**config.mk**
```make
export PLATFORM = sky130hd
export DESIGN_NAME = mant_div_seq_flat
export DESIGN_NICKNAME = d
export VERILOG_FILES = /design/src/rtl/mant_div_seq_if.sv /design/src/rtl/mant_div_seq.sv /design/src/flat_wrapper.sv
export SDC_FILE = /design/constraint.sdc
export NUM_CORES = 1
export LEC_CHECK = 0
export BUFFER_PORTS_ARGS = -buffer_cell sky130_fd_sc_hd__buf_2
export CORE_MARGIN = 5
export CORE_UTILIZATION = 40
export CTS_CLUSTER_DIAMETER = 80
export DETAILED_ROUTE_END_ITERATION = 16
export SETUP_SLACK_MARGIN = 0.05
export SLEW_MARGIN = 20
export SYNTH_ARGS = -nofsm -noshare
export SYNTH_HDL_FRONTEND = slang
export SYNTH_SLANG_ARGS = --single-unit
```
**constraint.sdc**
```tcl
create_clock -name clk -period 9.1 [get_ports clk]
set_input_delay 1.82 -clock clk [delete_from_list [all_inputs] [get_ports clk]]
set_output_delay 1.82 -clock clk [all_outputs]
set_load 0.01 [all_outputs]
```
**src/rtl/mant_div_seq_if.sv**
```systemverilog
// Handshake and data bundle for the significand divider.
//
// Parameters:
//   MANT_W     stored mantissa width; significands are MANT_W+1 bits
//
// Signals:
//   in_valid   operands valid                        (master -> slave)
//   in_ready   divider idle, can accept              (slave -> master)
//   a_sig      dividend significand {hidden,mant}    (master -> slave)
//   b_sig      divisor significand {hidden,mant}     (master -> slave)
//   out_valid  result valid                          (slave -> master)
//   out_ready  consumer accepts result               (master -> slave)
//   quo        floor(X*2^(QW-1)/Y), QW = MANT_W+3    (slave -> master)
//   sticky     final remainder non-zero              (slave -> master)
//   dz         divide by zero                        (slave -> master)
//   ovf        X >= 2*Y, quotient does not fit       (slave -> master)
//
// Modports:
//   slave   the divider
//   master  the producer/consumer driving it
interface mant_div_seq_if #(
  parameter int MANT_W = 23
);
  localparam int QW = MANT_W + 3;

  logic              in_valid;
  logic              in_ready;
  logic [MANT_W:0]   a_sig;
  logic [MANT_W:0]   b_sig;
  logic              out_valid;
  logic              out_ready;
  logic [QW-1:0]     quo;
  logic              sticky;
  logic              dz;
  logic              ovf;

  modport slave (
    input  in_valid, a_sig, b_sig, out_ready,
    output in_ready, out_valid, quo, sticky, dz, ovf
  );

  modport master (
    output in_valid, a_sig, b_sig, out_ready,
    input  in_ready, out_valid, quo, sticky, dz, ovf
  );
endinterface

```
**src/rtl/mant_div_seq.sv**
```systemverilog
// Iterative restoring divider for floating-point significands.
//
// Takes normalized dividend/divisor significands (hidden bit included) and
// produces QW = MANT_W+3 quotient bits (integer bit, MANT_W fraction bits,
// guard, round) plus a sticky bit for the normalize/round stage. One
// operation in flight, valid/ready handshake on both sides.
//
// Parameters:
//   MANT_W   stored mantissa width (default 23)
//
// Ports:
//   clk      clock
//   rst_n    asynchronous active-low reset
//   flush    synchronous abort of the in-flight operation (highest priority)
//   bus      mant_div_seq_if.slave: in_valid/in_ready/a_sig/b_sig on the
//            request side, out_valid/out_ready/quo/sticky/dz/ovf on the
//            result side
//
// Build option:
//   MANT_DIV_R4_EN   when defined, two restoring steps are chained per clock
//                    (latency ceil(QW/2) instead of QW); results are
//                    bit-identical to the one-step-per-clock build.
module mant_div_seq #(
  parameter int MANT_W = 23
) (
  input  logic          clk,
  input  logic          rst_n,
  input  logic          flush,
  mant_div_seq_if.slave bus
);

  localparam int QW = MANT_W + 3;
  localparam int RW = MANT_W + 2;
  localparam int CW = $clog2(QW + 1);

  localparam logic [CW-1:0] CNT_INIT = CW'(QW);
  localparam logic [CW-1:0] CNT_ONE  = CW'(1);
`ifdef MANT_DIV_R4_EN
  localparam logic [CW-1:0] CNT_TWO  = CW'(2);
`endif

  typedef enum logic [1:0] {
    IDLE,
    ITER,
    DONE
  } state_t;

  state_t          state;
  logic [RW-1:0]   rem;
  logic [MANT_W:0] div_y;
  logic [QW-1:0]   q;
  logic [CW-1:0]   cnt;

  logic            in_ready_q;
  logic            out_valid_q;
  logic [QW-1:0]   quo_q;
  logic            sticky_q;
  logic            dz_q;
  logic            ovf_q;

  // Operand classification at accept time. X >= 2Y means the integer part
  // of the quotient needs two bits, which the QW-bit result cannot hold.
  logic [RW-1:0]   a_ext;
  logic [RW-1:0]   b_dbl;
  logic            b_zero;
  logic            x_ovf;

  always_comb begin
    a_ext  = {1'b0, bus.a_sig};
    b_dbl  = {bus.b_sig, 1'b0};
    b_zero = (bus.b_sig == '0);
    x_ovf  = (a_ext >= b_dbl);
  end

  // One restoring step: compare, conditionally subtract, shift left.
  // Because rem < 2Y on entry, the post-subtract value is below Y, so the
  // left shift never loses a set bit out of RW bits.
  logic [RW-1:0] y_ext;
  logic          ge1;
  logic [RW-1:0] sel1;
  logic [RW-1:0] rem1;
  logic [QW-1:0] q1;

  always_comb begin
    y_ext = {1'b0, div_y};
    ge1   = (rem >= y_ext);
    sel1  = ge1 ? (rem - y_ext) : rem;
    rem1  = {sel1[RW-2:0], 1'b0};
    q1    = {q[QW-2:0], ge1};
  end

`ifdef MANT_DIV_R4_EN
  // Second step chained onto the first so two quotient bits retire per clock.
  logic          ge2;
  logic [RW-1:0] sel2;
  logic [RW-1:0] rem2;
  logic [QW-1:0] q2;

  always_comb begin
    ge2  = (rem1 >= y_ext);
    sel2 = ge2 ? (rem1 - y_ext) : rem1;
    rem2 = {sel2[RW-2:0], 1'b0};
    q2   = {q1[QW-2:0], ge2};
  end
`endif

  // Control FSM with registered handshake flags and result registers.
  // The result registers are only written on entry to DONE, so they hold
  // steady under backpressure and keep their last value after a flush.
  always_ff @(posedge clk or negedge rst_n) begin
    if (!rst_n) begin
      state       <= IDLE;
      rem         <= '0;
      div_y       <= '0;
      q           <= '0;
      cnt         <= '0;
      in_ready_q  <= 1'b1;
      out_valid_q <= 1'b0;
      quo_q       <= '0;
      sticky_q    <= 1'b0;
      dz_q        <= 1'b0;
      ovf_q       <= 1'b0;
    end else if (flush) begin
      state       <= IDLE;
      in_ready_q  <= 1'b1;
      out_valid_q <= 1'b0;
    end else begin
      case (state)
        IDLE: begin
          if (bus.in_valid) begin
            div_y <= bus.b_sig;
            rem   <= a_ext;
            cnt   <= CNT_INIT;
            q     <= '0;
            if (b_zero) begin
              state       <= DONE;
              in_ready_q  <= 1'b0;
              out_valid_q <= 1'b1;
              quo_q       <= '1;
              sticky_q    <= 1'b0;
              dz_q        <= 1'b1;
              ovf_q       <= 1'b0;
            end else if (x_ovf) begin
              state       <= DONE;
              in_ready_q  <= 1'b0;
              out_valid_q <= 1'b1;
              quo_q       <= '1;
              sticky_q    <= 1'b0;
              dz_q        <= 1'b0;
              ovf_q       <= 1'b1;
            end else begin
              state      <= ITER;
              in_ready_q <= 1'b0;
              dz_q       <= 1'b0;
              ovf_q      <= 1'b0;
            end
          end
        end

        ITER: begin
`ifdef MANT_DIV_R4_EN
          // With an odd QW the final clock has only one bit left to retire.
          if (cnt == CNT_ONE) begin
            rem         <= rem1;
            q           <= q1;
            cnt         <= cnt - CNT_ONE;
            state       <= DONE;
            out_valid_q <= 1'b1;
            quo_q       <= q1;
            sticky_q    <= (rem1 != '0);
          end else begin
            rem <= rem2;
            q   <= q2;
            cnt <= cnt - CNT_TWO;
            if (cnt == CNT_TWO) begin
              state       <= DONE;
              out_valid_q <= 1'b1;
              quo_q       <= q2;
              sticky_q    <= (rem2 != '0);
            end
          end
`else
          rem <= rem1;
          q   <= q1;
          cnt <= cnt - CNT_ONE;
          if (cnt == CNT_ONE) begin
            state       <= DONE;
            out_valid_q <= 1'b1;
            quo_q       <= q1;
            sticky_q    <= (rem1 != '0);
          end
`endif
        end

        DONE: begin
          // in_ready rises only after the handshake edge, so a new operation
          // can never be accepted in the same cycle the result is taken.
          if (bus.out_ready) begin
            state       <= IDLE;
            out_valid_q <= 1'b0;
            in_ready_q  <= 1'b1;
          end
        end

        default: begin
          state       <= IDLE;
          in_ready_q  <= 1'b1;
          out_valid_q <= 1'b0;
        end
      endcase
    end
  end

  assign bus.in_ready  = in_ready_q;
  assign bus.out_valid = out_valid_q;
  assign bus.quo       = quo_q;
  assign bus.sticky    = sticky_q;
  assign bus.dz        = dz_q;
  assign bus.ovf       = ovf_q;

endmodule

```
**src/flat_wrapper.sv**
```systemverilog
// flat-port wrapper written by rule: the top's interface ports become plain ports
module mant_div_seq_flat 
#(
  parameter int MANT_W = 23
)
  (clk, rst_n, flush, bus_in_valid, bus_a_sig, bus_b_sig, bus_out_ready, bus_in_ready, bus_out_valid, bus_quo, bus_sticky, bus_dz, bus_ovf);
  mant_div_seq_if #(.MANT_W(MANT_W)) bus_i ();
  input  logic clk;
  input  logic rst_n;
  input  logic flush;
  input wire logic [$bits(bus_i.in_valid)-1:0] bus_in_valid;
  input wire logic [$bits(bus_i.a_sig)-1:0] bus_a_sig;
  input wire logic [$bits(bus_i.b_sig)-1:0] bus_b_sig;
  input wire logic [$bits(bus_i.out_ready)-1:0] bus_out_ready;
  output wire logic [$bits(bus_i.in_ready)-1:0] bus_in_ready;
  output wire logic [$bits(bus_i.out_valid)-1:0] bus_out_valid;
  output wire logic [$bits(bus_i.quo)-1:0] bus_quo;
  output wire logic [$bits(bus_i.sticky)-1:0] bus_sticky;
  output wire logic [$bits(bus_i.dz)-1:0] bus_dz;
  output wire logic [$bits(bus_i.ovf)-1:0] bus_ovf;
  assign bus_i.in_valid = bus_in_valid;
  assign bus_i.a_sig = bus_a_sig;
  assign bus_i.b_sig = bus_b_sig;
  assign bus_i.out_ready = bus_out_ready;
  assign bus_in_ready = bus_i.in_ready;
  assign bus_out_valid = bus_i.out_valid;
  assign bus_quo = bus_i.quo;
  assign bus_sticky = bus_i.sticky;
  assign bus_dz = bus_i.dz;
  assign bus_ovf = bus_i.ovf;
  mant_div_seq #(.MANT_W(MANT_W)) u_core (.clk(clk), .rst_n(rst_n), .flush(flush), .bus(bus_i));
endmodule
```
==> flow_metrics.py <==
metrics = {
    "run_status": {
        "outcome": "completed",
    },
    "sta": {
        "final_period_minus_worst_setup_slack_ns": 4.436,
        "setup_tns_ns": 0,
        "fin_hold_ws_ns": 0.4894,
        "rsz0062_at_grt": "no",
        "postLayoutSetupSlackWorst_ns": 4.664,
        "timing.fmax_mhz": 225.4,
        "final-setup-viol-count": 0,
        "period_share": 0.4875,
        "worst-slew-pin-transition_ns": 1.071,
        "finalHoldViolCount": 0,
        "final_max_slew_viol_count": 0,
        "finClkSkew_ns": 0.01325,
        "max_slew_margin": 0.2862,
    },
    "die": {
        "core.rowCount": 47,
        "fp.dieH_um": 139.8,
        "pin_count": 84,
        "core_region_area_sq_um": 16580,
        "die-area_sq_um": 19540,
        "floorplan.die.width_um": 139.8,
        "initial_core_util": 0.4063,
    },
    "synthesis": {
        "post_synth_inst_count": 700,
        "synth_ff_type": "sky130_fd_sc_hd__dfrtp_1",
        "synth_top_area_frac": 0.4123,
        "synthArstFlopShare": 1.000,
        "synth_enable_flop_cells": 0,
        "netlist_top_cells_count": "111 x sky130_fd_sc_hd__dfrtp_1, 60 x sky130_fd_sc_hd__inv_1, 54 x sky130_fd_sc_hd__nand2_1, 49 x sky130_fd_sc_hd__ha_1, 38 x sky130_fd_sc_hd__o21ai_0",
        "yosys.cell_count.top_type": "sky130_fd_sc_hd__dfrtp_1",
        "synth_largest_area_cell": "sky130_fd_sc_hd__dfrtp_1",
        "synth.avg_cell_area_sq_um": 9.625,
        "synthesis.yosys.warnings": 0,
        "synth-seq-cells": 112,
        "post_synth_instance_area_sq_um": 6738,
        "synthTopCellsByArea": "sky130_fd_sc_hd__dfrtp_1 41%, sky130_fd_sc_hd__ha_1 9.1%, sky130_fd_sc_hd__a22o_1 3.6%",
        "yosys.cell_types.count": 65,
        "synth_seq_area_share": 0.4162,
        "synth_fp_nets": 803,
    },
    "global_route": {
        "grt_start_max_net_pins": 81,
        "aggregate_global_route_resource_usage": 0.1926,
        "first_global_vias": 5617,
        "globalRouteOverflowTotal": 0,
        "wire_length_of_the_first_global_routing_pass_um": 30170,
        "grt_antenna_before_repair": 1,
    },
    "routing": {
        "detail_route.wirelength_um": 18880,
        "first_pass_iters": 9,
        "via_count": 5600,
        "drtAntennaViolNets": 0,
        "drc": 0,
        "wl_per_cell_um": 19.09,
        "route.detailed.vias_per_inst": 5.662,
        "detailedRoute.firstIterationViolations": 459,
    },
    "final_layout": {
        "fill_cells": 1627,
        "multi_input_area_sq_um": 3593,
        "layout-drive-gt1-share": 0.1547,
        "post-route-util": 0.4608,
        "design.final.nets": 867,
        "layout.cells.non_filler": 989,
        "areaGrowthSynthToFinish_pct": 13.41,
        "antennaDiodeCount": 0,
        "ff_latch_area_sq_um": 2804,
    },
    "clock_network": {
        "cts_max_level": 3,
        "cts_resized": 0,
        "cts_setup_buffers": 0,
        "cts.root.buffer_cell": "sky130_fd_sc_hd__clkbuf_16",
        "clock_sink_count": 112,
        "max-clock-path-buffers": 2,
        "cts_tree": "yes",
        "cts_made_buffers": 9,
        "clk_latency_worst_skew_pair_ns": 0.36,
        "path_clk_slew_ns": 0.09,
        "post_cts_hold_buffer_count": 0,
    },
    "power_and_ir_drop": {
        "maximum_vdd_drop_mv": 0.1326,
        "cellPowerDensity_nw_per_um2": 328.7,
        "leakagePower_nw": 3.544,
    },
    "job": {
        "timing.max_cap.violations": 0,
    },
    "placement": {
        "port-buffer-count": 83,
        "dp.cells": 973,
        "place.gp.congestion": 0.9036,
        "pre_cts_setup_slack_ns": 4.224,
        "place_hpwl_um": 14260,
    },
    "worst_setup_path": {
        "critical_path.max_fanout": 28,
        "worst-setup-path-type": "primary input to flop",
        "worstSetupStartpointType": "primary input",
        "arrival_ns": 4.71,
        "end_kind": "flop",
        "worst-endpoint-required_ns": 9.37,
    },
    "hold_path": {
        "hold_class": "flop to flop",
    },
}
-- logic make-up (layout without fill, tap and decap cells) --
logic type / Yosys count / in the layout / share of synthesized area
xor gates and xnor gates: 27 / 27 / 0.03510
and+or+nand+nor: 162 / 162 / 0.1255
adders and majority gates: 50 / 50 / 0.09397
AOI/OAI and AO/OA: 234 / 234 / 0.2427
buffers and inverters: 93 / 162 / 0.05293
muxes: 22 / 22 / 0.03361
DFF: 112 / 112 / 0.4162
-- worst paths after layout --
kind,start,endpoint,slack (ns),cells after the start
setup / recovery,flush,u_core.bus.sticky$_DFFE_PN0P_,4.66,7
hold / removal,u_core.bus.quo[10]$_DFFE_PN0P_,u_core.bus.quo[10]$_DFFE_PN0P_,0.49,1
setup reg to reg,u_core.rem[14]$_DFFE_PN0P_,u_core.rem[16]$_DFFE_PN0P_,5.07,10
hold reg to reg,u_core.bus.quo[10]$_DFFE_PN0P_,u_core.bus.quo[10]$_DFFE_PN0P_,0.49,1
max in group asynchronous,rst_n,u_core.bus.sticky$_DFFE_PN0P_,6.64,2
min in group asynchronous,rst_n,u_core.div_y[1]$_DFFE_PN0P_,1.40,1
-- registers in the layout, summed over array words and instances (netlist names) --
signal                flops
u_core.bus.dz             1
u_core.bus.in_ready       1
u_core.bus.out_valid      1
u_core.bus.ovf            1
u_core.bus.quo           26
u_core.bus.sticky         1
u_core.cnt                5
u_core.div_y             24
u_core.q                 25
u_core.rem               25
u_core.state              2
-- stage by stage --
stage               power (W)  instance area (sq um)
floorplan            0.001757                   6738
global placement     0.002088                   7338
detailed placement   0.002101                   7338
CTS                  0.002512                   7637
global route         0.002705                   7641
finish               0.002512                   7641
-- power by group --
part           switching (W)  internal (W)
combinational       0.000807      0.000573
clock               0.000205      0.000194
sequential          0.000112      0.000620
-- per-layer routing --
layer	vias up	global-route usage	share of wire
li1	2693	-	-
met1	2712	0.2551	0.45
met2	146	0.3087	0.47
met3	47	0.04117	0.045
met4	2	0.07649	0.038
met5	-	0	0.00069
-- worst max-delay path: stages --
cell and delay, ns:
sky130_fd_sc_hd__buf_2 0.12, sky130_fd_sc_hd__nor2_1 0.47, sky130_fd_sc_hd__and2_1 0.82, sky130_fd_sc_hd__nand2_1 0.84, sky130_fd_sc_hd__a21oi_1 0.40, sky130_fd_sc_hd__o41ai_2 0.12, sky130_fd_sc_hd__o211ai_1 0.10
-- final cells by class --
type / count / area share
clock buffer: 9 / 0.02947
clock inverter: 7 / 0.009661
inverter: 60 / 0.02947
multi-input combinational: 495 / 0.4703
sequential: 112 / 0.3670
tap: 220 / 0.03602
timing repair buffer: 86 / 0.05813
-- cells in the final DEF (no fill, tap or decap), types with 14 or more instances in the layout --
cell                      instances
sky130_fd_sc_hd__dfrtp_1        111
sky130_fd_sc_hd__mux2i_1         17
sky130_fd_sc_hd__nand2_1         54
sky130_fd_sc_hd__a22oi_1         21
sky130_fd_sc_hd__o21ai_1         25
sky130_fd_sc_hd__buf_2           82
sky130_fd_sc_hd__a21oi_1         31
sky130_fd_sc_hd__xnor2_1         18
sky130_fd_sc_hd__o22a_1          25
sky130_fd_sc_hd__ha_1            49
sky130_fd_sc_hd__nor2_1          30
sky130_fd_sc_hd__o21ai_0         38
sky130_fd_sc_hd__inv_1           60
sky130_fd_sc_hd__a22o_1          28
sky130_fd_sc_hd__a21o_1          14
Power figures use the tool's default switching activity.
